==> src/rtl/stacker.sv <==
// Packs 8-bit pixels into 128-bit chunks (pixel 0 in byte 0); tlast closes a chunk early with zero padding.
// One cycle from closing byte to chunk_tvalid; input stalls only while a closed chunk waits on chunk_tready.
module stacker (
   input  logic         clk_in,
   input  logic         rst_in,
   input  logic         pixel_tvalid,
   output logic         pixel_tready,
   input  logic [7:0]   pixel_tdata,
   input  logic         pixel_tlast,
   output logic         chunk_tvalid,
   input  logic         chunk_tready,
   output logic [127:0] chunk_tdata,
   output logic [15:0]  chunk_tkeep,
   output logic         chunk_tlast
);

   logic [127:0] asm_data;
   logic [127:0] next_data;
   logic [15:0]  asm_keep;
   logic [15:0]  next_keep;
   logic [3:0]   asm_count;
   logic         accept_in;
   logic         accept_out;
   logic         closing;

   assign pixel_tready = !chunk_tvalid || chunk_tready;
   assign accept_in    = pixel_tvalid && pixel_tready;
   assign accept_out   = chunk_tvalid && chunk_tready;
   assign closing      = accept_in && ((asm_count == 4'd15) || pixel_tlast);

   // Upper bytes of the assembly are always zero, so the merged word is already padded.
   always_comb begin
      next_data = asm_data;
      next_keep = asm_keep;
      next_data[{asm_count, 3'b000} +: 8] = pixel_tdata;
      next_keep[asm_count] = 1'b1;
   end

   always_ff @(posedge clk_in or posedge rst_in) begin
      if (rst_in) begin
         asm_data     <= '0;
         asm_keep     <= '0;
         asm_count    <= '0;
         chunk_tvalid <= 1'b0;
         chunk_tdata  <= '0;
         chunk_tkeep  <= '0;
         chunk_tlast  <= 1'b0;
      end else if (closing) begin
         chunk_tdata  <= next_data;
         chunk_tkeep  <= next_keep;
         chunk_tlast  <= pixel_tlast;
         chunk_tvalid <= 1'b1;
         asm_data     <= '0;
         asm_keep     <= '0;
         asm_count    <= '0;
      end else begin
         if (accept_out) begin
            chunk_tvalid <= 1'b0;
         end
         if (accept_in) begin
            asm_data  <= next_data;
            asm_keep  <= next_keep;
            asm_count <= asm_count + 4'd1;
         end
      end
   end

endmodule

==> config.mk <==
export PLATFORM = sky130hd
export DESIGN_NAME = stacker
export DESIGN_NICKNAME = d
export VERILOG_FILES = /design/src/rtl/stacker.sv
export SDC_FILE = /design/constraint.sdc
export NUM_CORES = 1
export LEC_CHECK = 0
export BUFFER_PORTS_ARGS = -buffer_cell sky130_fd_sc_hd__buf_2
export CORE_MARGIN = 5
export CORE_UTILIZATION = 45
export CTS_CLUSTER_DIAMETER = 50
export DETAILED_ROUTE_END_ITERATION = 10
export PLACE_DENSITY = 0.67
export REMOVE_ABC_BUFFERS = 1
export SKIP_LAST_GASP = 1
export SLEW_MARGIN = 20
export SYNTH_ARGS = -nofsm -noshare
export SYNTH_HDL_FRONTEND = slang
export SYNTH_SLANG_ARGS = --single-unit
==> constraint.sdc <==
create_clock -name clk_in -period 9.7 [get_ports clk_in]
set_input_delay 0.97 -clock clk_in [delete_from_list [all_inputs] [get_ports clk_in]]
set_output_delay 0.97 -clock clk_in [all_outputs]
set_load 0.01 [all_outputs]
==> reports/results.env, run 1 <==
CLOCK_TREE.BUFFER_DEPTH=3
CRITPATHKIND='input pin to register'
NUMBER_OF_TOP_LEVEL_PINS=160
NUMBER_OF_BUFFERS_INSERTED_DURING_CLOCK_TREE_SYNTHESIS=35
GRT_ANTENNA_BEFORE_REPAIR=0
WL_UM=37900
SYNTH-SEQ-AREA-SHARE_PCT=54.3
CLOCK_TREE.ROOT_CELL='clkbuf_16'
ACHIEVABLE-FREQUENCY_MHz=235
ASYNCSETRESETFLOPFRACSYNTH_PCT=100
REG2REG_FROM='asm_count[1]'
SYNTHCELLS=1250
CORE_REGION_AREA_MM2=0.0297
PERIOD_SHARE_PCT=43.9
POST_SYNTH_NUM_CELL_TYPES=77
FINAL_NETS=1349
PLACE.GP.CONGESTION=0.814
MAX-SLEW-MARGIN-REL_PCT=21.2
MIN-DELAY-START='chunk_tkeep[12]'
CLKTRANSATPATHREGS_NS=0.06
SYNTH_FF_TYPE='dfrtp_1'
SYNTH_SEQ_CELLS=294
ANTENNA_LEFT=0
CLOCK-SINKS=294
EFFECTIVE_UTILIZATION_AT_FLOORPLAN_PCT=45.6
CRITPATHBUFINV=3
ANTENNA-DIODE-COUNT=0
GRT_REMAINING_OVERFLOW=0
TYPE_OF_THE_WORST_MIN_DELAY_PATH='register to register'
MIN_TO='chunk_tkeep[12]'
DIE-AREA_MM2=0.0337
SYNTH_COMMONEST_CELLS='dfrtp_1 (294), nand2_1 (127), o21ai_0 (76), a221o_1 (64), clkbuf_1 (56)'
DRT_ITER0_MARKERS=945
FINAL-SETUP-VIOL-COUNT=0
GRT_START_MAX_NET_PINS=154
CRITICAL-PATH-TOP-DELAY-FAMILY='simple AND/OR/NAND/NOR gates'
DRC=0
TRITONCTS='done'
SYNTH-EDFF-COUNT=0
POST-CTS-SETUP-BUFFER-COUNT=0
SLOWEST_STAGE_DELAY_CP_NS=0.83
WORSTPATHREQUIRED_NS=10.09
POWER_DENSITY_mW_PER_MM2=222
DP_HPWL_UM=23300
CRITPATHARRIVALTIME_NS=4.65
HOLD_BUFFERS=0
YOSYS.CELL_COUNT.TOP_TYPE='dfrtp_1'
CLOCK-SKEW-FINAL_NS=0.0129
POST-LAYOUT-TOTAL-POWER_W=0.00346
INPUT_OUTPUT_BUFFERS=159
CRITICAL_PATH.REG2REG.ENDPOINT='chunk_tdata[64]'
MAPPEDNETLISTAREA_MM2=0.0136
PORTION_OF_SYNTHESIZED_CELL_AREA_OCCUPIED_BY_THE_LEADING_CELL_TYPE_PCT=54.3
HOLD_DEPTH=2
FINALCRITICALPERIOD_NS=4.26
GRT_SETUP_UNREPAIRED='false'
BIGGEST_AREA_CONSUMER_AMONG_SYNTHESIZED_CELLS='dfrtp_1'
WORST_IR_DROP_VDD_mV=0.135
TIMING.SETUP.TNS_NS=0
GROUTE.USAGE.OVERALL_PCT=22.1
TIMING.CRITICAL_PATH.FANOUT_MAX=104
CTSHTREEMAXLEVEL=2
CP-START-KIND='input pin'
SLEW_VIOL_FINAL=0
CRITICAL_PATH.SLOWEST_CELL='buf_4'
VIA_COUNT=10600
FIRST_GLOBAL_VIAS=10300
MAX_CAP_CHECK_VIOLATION_COUNT=0
HOLD_VIOL=0
AVGSYNTHCELLAREA_UM2=10.8
CLOCK_LATENCY_ON_THE_WORST_SKEW_PAIR_NS=0.51
AREA_GROWTH_PCT=14.8
RRSETUPSLACK_NS=5.54
MEAN_NUMBER_OF_VIAS_PER_CELL=6.05
WORSTPATHCELLLIST='buf_2 -> nor2b_1 -> inv_2 -> nand3_4 -> buf_4 -> nor2_1 -> a221o_1'
WORSTMARGINPINSLEW_NS=1.18
PLACEMENT_ROWS=63
YOSYS-TOP-CELLS-AREA='dfrtp_1 (54%), a221o_1 (4.7%), nand2_1 (3.5%)'
TOTAL_LEAKAGE_POWER_nW=7.39
NUMBER_OF_GATES_RESIZED_AFTER_CTS=0
DIE_W_UM=184
SETUP.WORST_PATH.END_CLASS='register'
FF2FF_PATH_DEPTH=7
DIE_HEIGHT_UM=184
GRT_PASS1_WL_UM=60100
DR.PASS1.ITERS=5
SYNTH.YOSYS.WARNINGS=0
ROUTED_WIRE_LENGTH_PER_INSTANCE_UM=21.7
STATUS='complete, no violations'
DRIVE_GT1_SHARE_PCT=19.8
FILL_CELLS=2589
==> sequential cells by signal (all words and copies together) (netlist names) <==
name	flops
asm_keep	16
asm_data	128
chunk_tvalid	1
chunk_tdata	128
chunk_tlast	1
asm_count	4
chunk_tkeep	16
==> cells in the final DEF (no fill, tap or decap), types with 15 or more instances in the layout <==
cell type	n
and4_1	18
mux2i_1	40
dfrtp_1	294
and3_1	18
o2bb2ai_1	24
nand4_1	18
o21ai_0	76
nor2_1	39
nand3_1	36
and2_1	23
o211ai_1	32
clkbuf_16	37
inv_1	28
a21oi_1	34
a221o_1	64
nor4_1	24
nand2_1	127
a32o_1	16
o32ai_1	16
a22o_1	33
buf_4	15
a31oi_1	28
buf_2	159
==> metrics by stage <==
| stage | cell area [um2] | hold WS [ns] | setup WS [ns] | util (%) | instances |
|---|---|---|---|---|---|
| 6_report | 15600 | 0.461 | 5.44 | 52.4 | 1746 |
| 4_1_cts | 15500 | 0.468 | 5.52 | 52.3 | 1745 |
| 5_1_grt | 15600 | 0.488 | 5.14 | 52.4 | 1746 |
| 3_5_place_dp | 14300 | 0.455 | 4.98 | 48.1 | 1682 |
| 2_1_floorplan | 12900 | 0.444 | 0.611 | - | 1117 |
| 3_3_place_gp | 14300 | 0.448 | 5.12 | 48.1 | 1682 |
==> metal layers <==
metal / vias to the layer above / share of wire (%) / GRT usage [%]
met2: 391 / 46 / 34.4
li1: 4883 / - / -
met3: 62 / 6.8 / 3.88
met4: 0 / 2.2 / 5.90
met5: - / 0 / 0
met1: 5235 / 45 / 32.3
==> worst reg2reg max path, delay by kind of cell, from the launching register on <==
family	cells	cell delay (ns)
fa+ha+maj	1	0.58
flops	1	0.70
buf+inv	2	1.00
simple gates	2	1.36
compound gates	2	0.45
==> worst max path at each step <==
stage	startpoint	to	slack [ns]	depth (start not counted)
after CTS	chunk_tready	chunk_tdata[64]	5.52	7
final	chunk_tready	chunk_tdata[64]	5.44	7
after global routing	chunk_tready	chunk_tdata[64]	5.14	7
after detailed placement	chunk_tready	chunk_tdata[68]	4.98	7
after global placement	chunk_tready	chunk_tdata[69]	5.12	7
after floorplan	rst_in	asm_count[0]	0.61	1
==> kinds of logic (layout without fill, tap and decap cells) <==
kind of cell,Yosys count,count (layout),share of synthesized area [%]
adder cells (fa/ha/maj),6,6,0.554
AND/OR/NAND/NOR,345,345,13.5
buffers and inverters,165,271,6.07
flip-flops,294,294,54.3
AO/OA/AOI/OAI,398,398,22.4
XOR/XNOR,2,2,0.185
multiplexers,40,40,2.95
==> cell type report <==
cell class	count	area, um2	area share [%]
Clock inverter	14	170	1.09
Clock buffer	49	1060	6.82
Inverter	32	128	0.820
Tap cell	390	488	3.14
Sequential cell	294	7360	47.3
Multi-Input combinational cell	791	5400	34.7
Timing Repair Buffer	176	956	6.14
==> power breakdown <==
| part | total [W] | switching [W] | internal [W] |
|---|---|---|---|
| Combinational | 0.000592 | 0.000383 | 0.000209 |
| Clock | 0.00138 | 0.000526 | 0.000850 |
| Sequential | 0.00149 | 0.000122 | 0.00137 |
Power figures use the tool's default switching activity.
==> run 2: changes to the inputs <==
==> constraint.sdc (replaced) <==
create_clock -name clk_in -period 3.7 [get_ports clk_in]
set_input_delay 0.37 -clock clk_in [delete_from_list [all_inputs] [get_ports clk_in]]
set_output_delay 0.37 -clock clk_in [all_outputs]
set_load 0.01 [all_outputs]
==> reports/results.env, run 2 (synthesis gave the netlist of run 1 again) <==
STATUS='finished with violations'  # was complete, no violations
FAILING_CHECKS='negative hold slack'
GROUTE.USAGE.OVERALL_PCT=22.2  # was 22.1%
CRITPATHBUFINV=0  # was 3
EFFECTIVE_UTILIZATION_AT_FLOORPLAN_PCT=45.6  # unchanged
ANTENNA_LEFT=0  # unchanged
LAYOUT.CELL_AREA.NON_FILLER_MM2=0.0158  # was 0.0156 mm2
POWER_DENSITY_mW_PER_MM2=588  # was 222 mW/mm2
DIE_W_UM=184  # unchanged
MAX_CAP_CHECK_VIOLATION_COUNT=0  # unchanged
SLOWEST_STAGE_DELAY_CP_NS=0.67  # was 0.83 ns
FINAL-SETUP-VIOL-COUNT=0  # unchanged
ANTENNA-DIODE-COUNT=0  # unchanged
DRC=0  # unchanged
FINALCRITICALPERIOD_NS=3.32
PERIOD_SHARE_PCT=89.7
CLOCK_TREE.BUFFER_DEPTH=3  # unchanged
DR.PASS1.ITERS=5  # unchanged
MOSTFREQUENTLAYOUTCELL='dfrtp_1'  # unchanged
DRIVE_GT1_SHARE_PCT=20.6  # was 19.8%
CLOCK-SINKS=294  # unchanged
VIA_COUNT=10800  # was 10,600
ACHIEVABLE-FREQUENCY_MHz=301
CRITICAL-PATH-TOP-DELAY-FAMILY='simple AND/OR/NAND/NOR gates'  # unchanged
POST_DP_CELL_AREA_MM2=0.0145  # was 0.0143 mm2
MOSTFREQUENTLAYOUTCELLS='dfrtp_1 (294), buf_2 (159), nand2_1 (127), o21ai_0 (76), a221o_1 (64)'  # unchanged
GRT_SETUP_UNREPAIRED='false'  # unchanged
DRT_ITER0_MARKERS=1085  # was 945
GRT_ANTENNA_BEFORE_REPAIR=0  # unchanged
DP_HPWL_UM=24700  # was 23,300 um
CTSHTREEMAXLEVEL=2  # unchanged
WL_UM=38200  # was 37,900 um
NUMBER_OF_TOP_LEVEL_PINS=160  # unchanged
MEAN_NUMBER_OF_VIAS_PER_CELL=6.09  # was 6.05
SETUP.WORST_PATH.END_CLASS='register'  # unchanged
CORE_REGION_AREA_MM2=0.0297  # unchanged
CLKTRANSATPATHREGS_NS=0.06  # about the same
DIE-AREA_MM2=0.0337  # unchanged
LARGEST_REGISTERS='asm_data x128, chunk_tdata x128'  # unchanged
INPUT_OUTPUT_BUFFERS=159  # unchanged
GRT_START_MAX_NET_PINS=125  # was 154
DIE_HEIGHT_UM=184  # unchanged
WORSTPATHREQUIRED_NS=4.13  # was 10.09 ns
CLOCK_LATENCY_ON_THE_WORST_SKEW_PAIR_NS=0.51  # about the same
TRITONCTS='done'  # unchanged
POST-CTS-SETUP-BUFFER-COUNT=0  # unchanged
POST-PLACE-CELLS=1702  # was 1,682
WHS_NS=-0.0161  # was 0.461 ns
WORSTMARGINPINSLEW_NS=1.00  # was 1.18 ns
WORST_IR_DROP_VDD_mV=0.361  # was 0.135 mV
NUMBER_OF_BUFFERS_INSERTED_DURING_CLOCK_TREE_SYNTHESIS=35  # unchanged
TOTAL_LEAKAGE_POWER_nW=7.52  # was 7.39 nW
MAX-SLEW-MARGIN-REL_PCT=33.2  # was 21.2%
CLOCK-SKEW-FINAL_NS=0.0192  # was 0.0129 ns
CRITPATHKIND='register to register'  # was input pin to register
CRITPATHARRIVALTIME_NS=3.75  # was 4.65 ns
CP-START-KIND='register'  # was input pin
NUMBER_OF_GATES_RESIZED_AFTER_CTS=0  # unchanged
GRT_PASS1_WL_UM=60400  # was 60,100 um
GRT_REMAINING_OVERFLOW=0  # unchanged
ROUTED_WIRE_LENGTH_PER_INSTANCE_UM=21.6  # was 21.7 um
CLOCK_TREE.ROOT_CELL='clkbuf_16'  # unchanged
CRITICAL_PATH.SLOWEST_CELL='nor2b_1'  # was buf_4
TYPE_OF_THE_WORST_MIN_DELAY_PATH='input pin to async pin'  # was register to register
LAYOUT.CELLS.NON_FILLER=1764  # was 1,746
WORSTPATHCELLLIST='ha_1 -> a31o_1 -> nand4_2 -> nor2b_1 -> a221o_1'  # was buf_2 -> nor2b_1 -> inv_2 -> nand3_4 -> buf_4 -> nor2_1 -> a221o_1
TIMING.CRITICAL_PATH.FANOUT_MAX=14  # was 104
PLACEMENT_ROWS=63  # unchanged
AREA_GROWTH_PCT=16.4  # was 14.8%
HOLD_VIOL=7  # was 0
PLACE.GP.CONGESTION=0.850  # was 0.814
SLEW_VIOL_FINAL=0  # unchanged
FIRST_GLOBAL_VIAS=10500  # was 10,300
FINAL_NETS=1368  # was 1,349
HOLD_BUFFERS=0  # unchanged
-- run 2: layout make-up --
cell class / instances / area, um2
fillers: 2610 / 13900
flip-flops and latches: 294 / 7360
multi-input cells: 791 / 5400
repair buffers: 195 / 1120
clock buffers: 53 / 1100
well taps: 390 / 488
clock inverters: 9 / 203
inverters: 32 / 128
-- run 2: through the flow --
| stage | setup WS, ns | total power [W] | utilization [%] | TNS (ns) |
|---|---|---|---|---|
| after floorplan | -4.79 | 0.00484 | - | -1427.16 |
| after global placement | 0.585 | 0.00550 | 48.7 | 0 |
| after detailed placement | 0.435 | 0.00553 | 48.7 | 0 |
| after CTS | 0.413 | 0.00934 | 53.1 | 0 |
| after global routing | 0.209 | 0.00968 | 53.1 | 0 |
| final | 0.382 | 0.00929 | 53.1 | 0 |
-- run 2: per-layer routing --
metal	global-route usage, %	up-vias	share of wire (%)
li1	-	4898	-
met3	3.78	63	7.3
met5	0	-	0
met2	34.4	451	46
met1	32.3	5339	44
met4	6.26	0	2.4
-- run 2: final timing paths --
| kind | startpoint | to | slack (ns) | cells past startpoint |
|---|---|---|---|---|
| min | rst_in | chunk_tdata[92] | -0.02 | 2 |
| max in group asynchronous | rst_in | chunk_tdata[77] | 2.73 | 3 |
| max reg2reg | asm_count[1] | chunk_tdata[65] | 0.38 | 5 |
| min in group clk_in | pixel_tlast | asm_count[2] | 0.22 | 2 |
| min reg2reg | chunk_tkeep[4] | chunk_tkeep[4] | 0.47 | 2 |
| max | asm_count[1] | chunk_tdata[65] | 0.38 | 5 |
-- run 2: power breakdown --
part | switching [W] | total, W | internal [W]
sequential | 0.000318 | 0.00391 | 0.00359
clock | 0.00133 | 0.00379 | 0.00246
combinational | 0.00100 | 0.00158 | 0.000579
total | 0.00265 | 0.00929 | 0.00663
